==> src/rtl/lb_reg_pkg.sv <==
// lb_reg_pkg
// Shared constants and types for the local-bus register responder.
//   - Window offsets of the status block, uptime counter, ID word and the
//     optional miss counter (LB_MISS_COUNT_EN builds only).
//   - Default ID word returned at OFF_ID.
//   - Access classification used by the decoder.
package lb_reg_pkg;

    localparam logic [4:0]  OFF_STATUS      = 5'h10;
    localparam logic [4:0]  OFF_UPTIME      = 5'h18;
    localparam logic [4:0]  OFF_ID          = 5'h19;
    localparam logic [4:0]  OFF_MISS        = 5'h1A;
    localparam logic [31:0] DEFAULT_ID_WORD = 32'h6c627270;
    localparam int          NUM_STATUS      = 8;

    typedef enum logic [1:0] {
        ACC_NONE,
        ACC_READ,
        ACC_WRITE
    } accessKind_e;

    // Status words occupy offsets 0x10..0x17, so bits [2:0] select the word.
    function automatic logic isStatusOffset(input logic [4:0] off);
        return (off >= OFF_STATUS) && (off < OFF_UPTIME);
    endfunction

endpackage

==> src/rtl/lb_reg_responder_rd_pipe.sv <==
// lb_rd_pipe
// Fixed-latency valid/data shift pipeline for local-bus read returns.
// A word entering on valid_i appears on valid_o/data_o exactly DEPTH cycles
// later. Each data stage only loads when its incoming valid is set, so the
// final stage (data_o) holds the last returned word between reads.
// Ports:
//   clk      in   pipeline clock
//   rst      in   synchronous active-high reset, clears valids and data
//   valid_i  in   launch a read this cycle
//   data_i   in   word captured for the launched read
//   valid_o  out  one-cycle pulse per launched read, DEPTH cycles later
//   data_o   out  returned word, held until the next valid
module lb_rd_pipe #(
    parameter int DEPTH = 3,
    parameter int WIDTH = 32
) (
    input  logic             clk,
    input  logic             rst,
    input  logic             valid_i,
    input  logic [WIDTH-1:0] data_i,
    output logic             valid_o,
    output logic [WIDTH-1:0] data_o
);

    logic [DEPTH-1:0] valid_q;
    logic [WIDTH-1:0] data_q [DEPTH];

    // Stage k is fed by entry k of these extended vectors: entry 0 is the
    // pipeline input, entry k+1 is stage k. Avoids special-casing DEPTH=1.
    logic [DEPTH:0]   validFeed;
    logic [WIDTH-1:0] dataFeed [DEPTH+1];

    always_comb begin
        validFeed[0] = valid_i;
        dataFeed[0]  = data_i;
        for (int k = 0; k < DEPTH; k++) begin
            validFeed[k+1] = valid_q[k];
            dataFeed[k+1]  = data_q[k];
        end
    end

    // Shift valids every cycle; data stages only load alongside a valid.
    always_ff @(posedge clk) begin
        if (rst) begin
            valid_q <= '0;
            for (int k = 0; k < DEPTH; k++) begin
                data_q[k] <= '0;
            end
        end else begin
            for (int k = 0; k < DEPTH; k++) begin
                valid_q[k] <= validFeed[k];
                if (validFeed[k]) begin
                    data_q[k] <= dataFeed[k];
                end
            end
        end
    end

    assign valid_o = valid_q[DEPTH-1];
    assign data_o  = data_q[DEPTH-1];

endmodule

==> src/rtl/lb_reg_responder.sv <==
// lb_reg_responder
// Local-bus slave decoding a 32-word window at BASE:
//   0x00..NREG-1  RW control registers (reg_out, wr_pulse on write)
//   0x10..0x17    RO status words from status_in
//   0x18          free-running uptime counter, write clears
//   0x19          ID_WORD
//   0x1A          miss counter, write clears (only with LB_MISS_COUNT_EN)
// Reads return through a READ_DELAY-stage pipeline; everything else reads 0.
// Optional feature macro: LB_MISS_COUNT_EN (16-bit saturating count of
// in-window accesses to unmapped offsets).
// Ports:
//   lb_clk       in   sole clock
//   rst          in   synchronous active-high reset
//   lb_addr      in   24-bit word address
//   lb_strobe    in   access qualifier
//   lb_rd        in   read request (ignored when lb_write is also high)
//   lb_write     in   write request
//   lb_data_out  in   write data from master
//   lb_data_in   out  read data to master, held between reads
//   rd_valid     out  one-cycle pulse when lb_data_in carries a new word
//   status_in    in   8 x 32-bit status words, word k at [32k+31:32k]
//   reg_out      out  NREG x 32-bit control registers, same packing
//   wr_pulse     out  per-register one-cycle write pulse
module lb_reg_responder
    import lb_reg_pkg::*;
#(
    parameter logic [23:0] BASE       = 24'h000000,
    parameter int          NREG       = 8,
    parameter int          READ_DELAY = 3,
    parameter logic [31:0] ID_WORD    = DEFAULT_ID_WORD
) (
    input  logic                     lb_clk,
    input  logic                     rst,
    input  logic [23:0]              lb_addr,
    input  logic                     lb_strobe,
    input  logic                     lb_rd,
    input  logic                     lb_write,
    input  logic [31:0]              lb_data_out,
    output logic [31:0]              lb_data_in,
    output logic                     rd_valid,
    input  logic [32*NUM_STATUS-1:0] status_in,
    output logic [NREG*32-1:0]       reg_out,
    output logic [NREG-1:0]          wr_pulse
);

    logic [4:0]  offset;
    accessKind_e accessKind;
    logic        isWrite;
    logic [31:0] readWord;

    logic [31:0]     ctrlRegs_q [NREG];
    logic [31:0]     ctrlRegs_d [NREG];
    logic [NREG-1:0] wrPulse_q;
    logic [NREG-1:0] wrPulse_d;
    logic [31:0]     uptime_q;
    logic [31:0]     uptime_d;

`ifdef LB_MISS_COUNT_EN
    logic [15:0] missCount_q;
    logic [15:0] missCount_d;
    logic        offsetMapped;
`endif

    // Decode: a cycle with both lb_rd and lb_write is treated as a write only.
    always_comb begin
        offset     = lb_addr[4:0];
        accessKind = ACC_NONE;
        if (lb_strobe && (lb_addr[23:5] == BASE[23:5])) begin
            if (lb_write) begin
                accessKind = ACC_WRITE;
            end else if (lb_rd) begin
                accessKind = ACC_READ;
            end
        end
        isWrite = (accessKind == ACC_WRITE);
    end

    // Read mux samples pre-write register values, so a read always returns
    // the state seen at the strobe edge.
    always_comb begin
        readWord = 32'h0;
        for (int k = 0; k < NREG; k++) begin
            if (offset == 5'(k)) begin
                readWord = ctrlRegs_q[k];
            end
        end
        if (isStatusOffset(offset)) begin
            readWord = status_in[{offset[2:0], 5'b00000} +: 32];
        end
        if (offset == OFF_UPTIME) begin
            readWord = uptime_q;
        end
        if (offset == OFF_ID) begin
            readWord = ID_WORD;
        end
`ifdef LB_MISS_COUNT_EN
        if (offset == OFF_MISS) begin
            readWord = {16'h0, missCount_q};
        end
`endif
    end

    // Control register writes and their one-cycle pulses.
    always_comb begin
        wrPulse_d = '0;
        for (int k = 0; k < NREG; k++) begin
            ctrlRegs_d[k] = ctrlRegs_q[k];
            if (isWrite && (offset == 5'(k))) begin
                ctrlRegs_d[k] = lb_data_out;
                wrPulse_d[k]  = 1'b1;
            end
        end
    end

    // Uptime: a clear-write wins over the increment.
    always_comb begin
        uptime_d = uptime_q + 32'd1;
        if (isWrite && (offset == OFF_UPTIME)) begin
            uptime_d = 32'h0;
        end
    end

    always_ff @(posedge lb_clk) begin
        if (rst) begin
            for (int k = 0; k < NREG; k++) begin
                ctrlRegs_q[k] <= '0;
            end
            wrPulse_q <= '0;
            uptime_q  <= '0;
        end else begin
            for (int k = 0; k < NREG; k++) begin
                ctrlRegs_q[k] <= ctrlRegs_d[k];
            end
            wrPulse_q <= wrPulse_d;
            uptime_q  <= uptime_d;
        end
    end

`ifdef LB_MISS_COUNT_EN
    // Miss counter: counts in-window reads/writes to offsets with nothing
    // behind them; writes to RO status/ID are mapped and not counted.
    always_comb begin
        offsetMapped = isStatusOffset(offset) || (offset == OFF_UPTIME) ||
                       (offset == OFF_ID) || (offset == OFF_MISS);
        for (int k = 0; k < NREG; k++) begin
            if (offset == 5'(k)) begin
                offsetMapped = 1'b1;
            end
        end
        missCount_d = missCount_q;
        if (isWrite && (offset == OFF_MISS)) begin
            missCount_d = 16'h0;
        end else if ((accessKind != ACC_NONE) && !offsetMapped &&
                     (missCount_q != 16'hFFFF)) begin
            missCount_d = missCount_q + 16'd1;
        end
    end

    always_ff @(posedge lb_clk) begin
        if (rst) begin
            missCount_q <= '0;
        end else begin
            missCount_q <= missCount_d;
        end
    end
`endif

    lb_rd_pipe #(
        .DEPTH (READ_DELAY),
        .WIDTH (32)
    ) rdPipe (
        .clk     (lb_clk),
        .rst     (rst),
        .valid_i (accessKind == ACC_READ),
        .data_i  (readWord),
        .valid_o (rd_valid),
        .data_o  (lb_data_in)
    );

    for (genvar g = 0; g < NREG; g++) begin : gPack
        assign reg_out[32*g +: 32] = ctrlRegs_q[g];
    end

    assign wr_pulse = wrPulse_q;

endmodule

==> config.mk <==
export PLATFORM = sky130hd
export DESIGN_NAME = lb_reg_responder
export DESIGN_NICKNAME = d
export VERILOG_FILES = /design/src/rtl/lb_reg_pkg.sv /design/src/rtl/lb_reg_responder_rd_pipe.sv /design/src/rtl/lb_reg_responder.sv
export SDC_FILE = /design/constraint.sdc
export NUM_CORES = 1
export LEC_CHECK = 0
export CAP_MARGIN = 20
export CORE_AREA = 3 3 236 238
export CTS_BUF_LIST = sky130_fd_sc_hd__clkbuf_16
export CTS_CLUSTER_DIAMETER = 50
export DETAILED_ROUTE_END_ITERATION = 7
export DIE_AREA = 0 0 239 241
export SYNTH_ARGS = -nofsm -noshare
export SYNTH_HDL_FRONTEND = slang
export SYNTH_SLANG_ARGS = --single-unit
==> constraint.sdc <==
create_clock -name lb_clk -period 4.35 [get_ports lb_clk]
set_input_delay 0.87 -clock lb_clk [delete_from_list [all_inputs] [get_ports lb_clk]]
set_output_delay 0.87 -clock lb_clk [all_outputs]
set_load 0.005 [all_outputs]
==> impl_metrics.toml <==
[pwr]
sequentialPowerShare = 0.449
power.density_nw_per_um2 = 316
power.share.clock = 0.447
swShare = 0.252
power.switching_w = 0.00214
p_leak_nw = 8.89
comb_power_share = 0.105
internal-power_w = 0.00633
irDropWorstVdd_mv = 0.210

[logic_synthesis]
yosysMostFrequentCell = "nand2_1"
ys_warn_count = 0
synth-adder-area-share = 0.000664
synth-main-ff-cell = "dfxtp_1"
synth_cells = 2148
synth_top_area_frac = 0.318
syn_area_per_cell_sq_um = 8.77
yosys.area.top_type = "dfxtp_1"
synthMuxAreaShare = 0.0863
synth-edff-count = 96
synth-simple-area-share = 0.204
synth_top_family_by_area = "simple AND/OR/NAND/NOR gates"
synthTopCellsByArea = "dfxtp_1 32%, edfxtp_1 15%, nand2_1 11%, a21oi_1 7.5%, mux4_2 7.2%"
synth-xor-area-share = 0.0116
synth_commonest_cells = "577 x nand2_1, 299 x dfxtp_1, 284 x a21oi_1"
seq_area_frac_synth = 0.471
synth_seq_cells = 395
ys_types = 61
syn_area_sq_um = 18800
synth_nets = 2466
synth_compound_area_frac = 0.170
async_reset_ff_frac = 0

[sta]
rsz0062_at_grt = "false"
finalMaxSlewViolations = 0
fin_skew_ns = 0.0194
tns_ns = 0
max_clock_freq_mhz = 294
fin_crit_sh = 0.783
worst_slew_margin_rel = 0.260
period_minus_slack_ns = 3.40
finalSetupViolCount = 0
worstMarginPinSlew_ns = 1.11
hold_violations = 0

[die]
core-area_sq_um = 53800
start_util = 0.350
die_height_um = 241
ioPinCount = 614
dieArea_sq_um = 57600
rows = 85
die_x_um = 239

[detailed_routing]
drtIter0Drc = 1997
vias = 19033
drc = 0
viasPerCell = 5.63
drtPass1Iterations = 6
post_drt_wl_per_cell_um = 27.7
antenna_left = 0
wl_um = 93700

[clock_tree]
postCtsHoldBufs = 0
htreeDepth = 2
cts_setup_buffers = 0
cts_made_buffers = 48
cts_resized = 0
clkTransAtPathRegs_ns = 0.06
clockBufferDepth = 3
clock-sinks = 395
cts-root-buf = "clkbuf_16"
tritoncts = "yes"
clkLatencyLatePin_ns = 0.59

[finish]
nNetsFinal = 2963
syn2layout_area_growth_pct = 42.5
fillerInstances = 5062
drive_above_1_share = 0.0827
stdcell_count = 3381

[critical_path]
cp.arrival_ns = 3.71
r2r_end = "uptime_q[30]$_SDFF_PP0_"
crit_slowest_cell = "a2111oi_0"
critPathCapture = "rdPipe.data_q[0][25]$_SDFFCE_PP0P_"
rr_startpoint = "uptime_q[19]$_SDFF_PP0_"
timing.critical_path.buf_inv = 1
critPathKind = "in -> reg"
cp.required_ns = 4.66
crit_path_start = "lb_addr[3]"
critical_path.cell_chain = "clkdlybuf4s50_1 -> and4bb_2 -> nand2_1 -> nand2_1 -> a2111oi_0 -> o31ai_1"
critPathMaxFanout = 12
cp.depth = 6
cp_top_family = "simple AND/OR/NAND/NOR gates"
crit_top_cell = "nand2_1"
slowest_delay_ns = 0.84
cp-start-kind = "input pin"
rrSetupSlack_ns = 2.19
crit_path_end_kind = "flop"
r2r_cells = 5

[global_route]
grt_max_degree = 195
first_global_vias = 18347
groute.usage.overall = 0.312
antenna_found_initial = 15
grt_pass1_wl_um = 132000
grt_overflow = 0

[run_status]
outcome = "completed"

[hold_path]
min_path_type = "reg -> reg"

[place]
dp_hpwl_um = 71000
gp_congestion = 0.939
portBuffers = 613
dp.cells = 3291

[flow_run]
drv_cap = 0
==> worst min-delay path: cells and delay by family, from the launching register on <==
kind / cells / cell delay [ns]
AND/OR/NAND/NOR: 1 / 0.05
AO/OA/AOI/OAI: 1 / 0.05
flip-flops: 1 / 0.31
==> power groups by stage <==
stage | Sequential, W | Clock, W | Combinational [W]
floorplan | 0.00387 | 0 | 0.000376
detailed placement | 0.00388 | 0 | 0.000877
finish | 0.00380 | 0.00379 | 0.000886
global placement | 0.00388 | 0 | 0.000870
CTS | 0.00380 | 0.00384 | 0.000882
global route | 0.00380 | 0.00398 | 0.000927
==> placed cells by master, fill, tap and decap left out, drive strengths merged, types with 11 or more instances in the layout <==
cell	count
o21ai	75
o22ai	13
buf	49
nor2	86
mux4	60
inv	33
clkinv	21
mux2	11
a221oi	21
nand2	577
dfxtp	299
a2bb2oi	13
nor2b	11
clkdlybuf4s50	609
a2111oi	15
mux2i	15
xor2	16
o31ai	14
a221o	19
and2	74
clkbuf	52
nand3	43
a31oi	20
a21oi	285
nor3	24
edfxtp	96
==> metal layers <==
metal  GRT usage  share of wire  vias to the layer above
met5           0        0.00037                        -
met2       0.514           0.47                     1043
met3      0.0814          0.099                      151
li1            -              -                     8529
met4      0.0858          0.029                        6
met1       0.407           0.41                     9304
==> registers in the layout, indices dropped and copies added, names as in the netlist <==
signal and count:
ctrlRegs_q 256, rdPipe.data_q 96, rdPipe.valid_q 3, uptime_q 32
wr_pulse 8
==> cell type report <==
| cell class | instances | area (sq um) | share of cell area |
|---|---|---|---|
| Timing Repair Buffer | 660 | 6580 | 0.245 |
| Clock inverter | 38 | 231 | 0.00862 |
| Multi-Input combinational cell | 1520 | 8960 | 0.334 |
| Tap cell | 696 | 871 | 0.0324 |
| Clock buffer | 50 | 1250 | 0.0466 |
| Inverter | 20 | 75.1 | 0.00280 |
| Antenna cell | 2 | 5.00 | 0.000186 |
| Sequential cell | 395 | 8870 | 0.330 |
==> kinds of logic after synthesis <==
logic type / Yosys count
compound gates: 532
xor+xnor: 25
fa+ha+maj: 1
buf+inv: 233
flops: 395
mux: 86
simple gates: 876
==> through the flow <==
stage | hold slack [ns] | setup slack, ns | utilization | instance area, sq um | total power [W]
final | 0.464 | 0.946 | 0.499 | 26800 | 0.00847
after global routing | 0.489 | 0.899 | 0.499 | 26800 | 0.00871
after CTS | 0.466 | 1.19 | 0.499 | 26800 | 0.00852
after detailed placement | 0.457 | 0.571 | 0.471 | 25400 | 0.00476
after global placement | 0.451 | 0.723 | 0.471 | 25400 | 0.00475
after floorplan | 0.437 | 1.66 | - | 18800 | 0.00425
==> worst min-delay path by stage <==
stage                                          startpoint                         endpoint  slack (ns)  cells after the start
after global routing       ctrlRegs_q[0][16]$_SDFFE_PP0P_   ctrlRegs_q[0][16]$_SDFFE_PP0P_        0.49                      2
final                     ctrlRegs_q[0][119]$_SDFFE_PP0P_  ctrlRegs_q[0][119]$_SDFFE_PP0P_        0.46                      2
after CTS                 ctrlRegs_q[0][119]$_SDFFE_PP0P_  ctrlRegs_q[0][119]$_SDFFE_PP0P_        0.47                      2
after global placement      ctrlRegs_q[0][6]$_SDFFE_PP0P_    ctrlRegs_q[0][6]$_SDFFE_PP0P_        0.45                      2
after detailed placement  ctrlRegs_q[0][119]$_SDFFE_PP0P_  ctrlRegs_q[0][119]$_SDFFE_PP0P_        0.46                      2
after floorplan                    uptime_q[0]$_SDFF_PP0_           uptime_q[0]$_SDFF_PP0_        0.44                      1
Power figures use the tool's default switching activity.
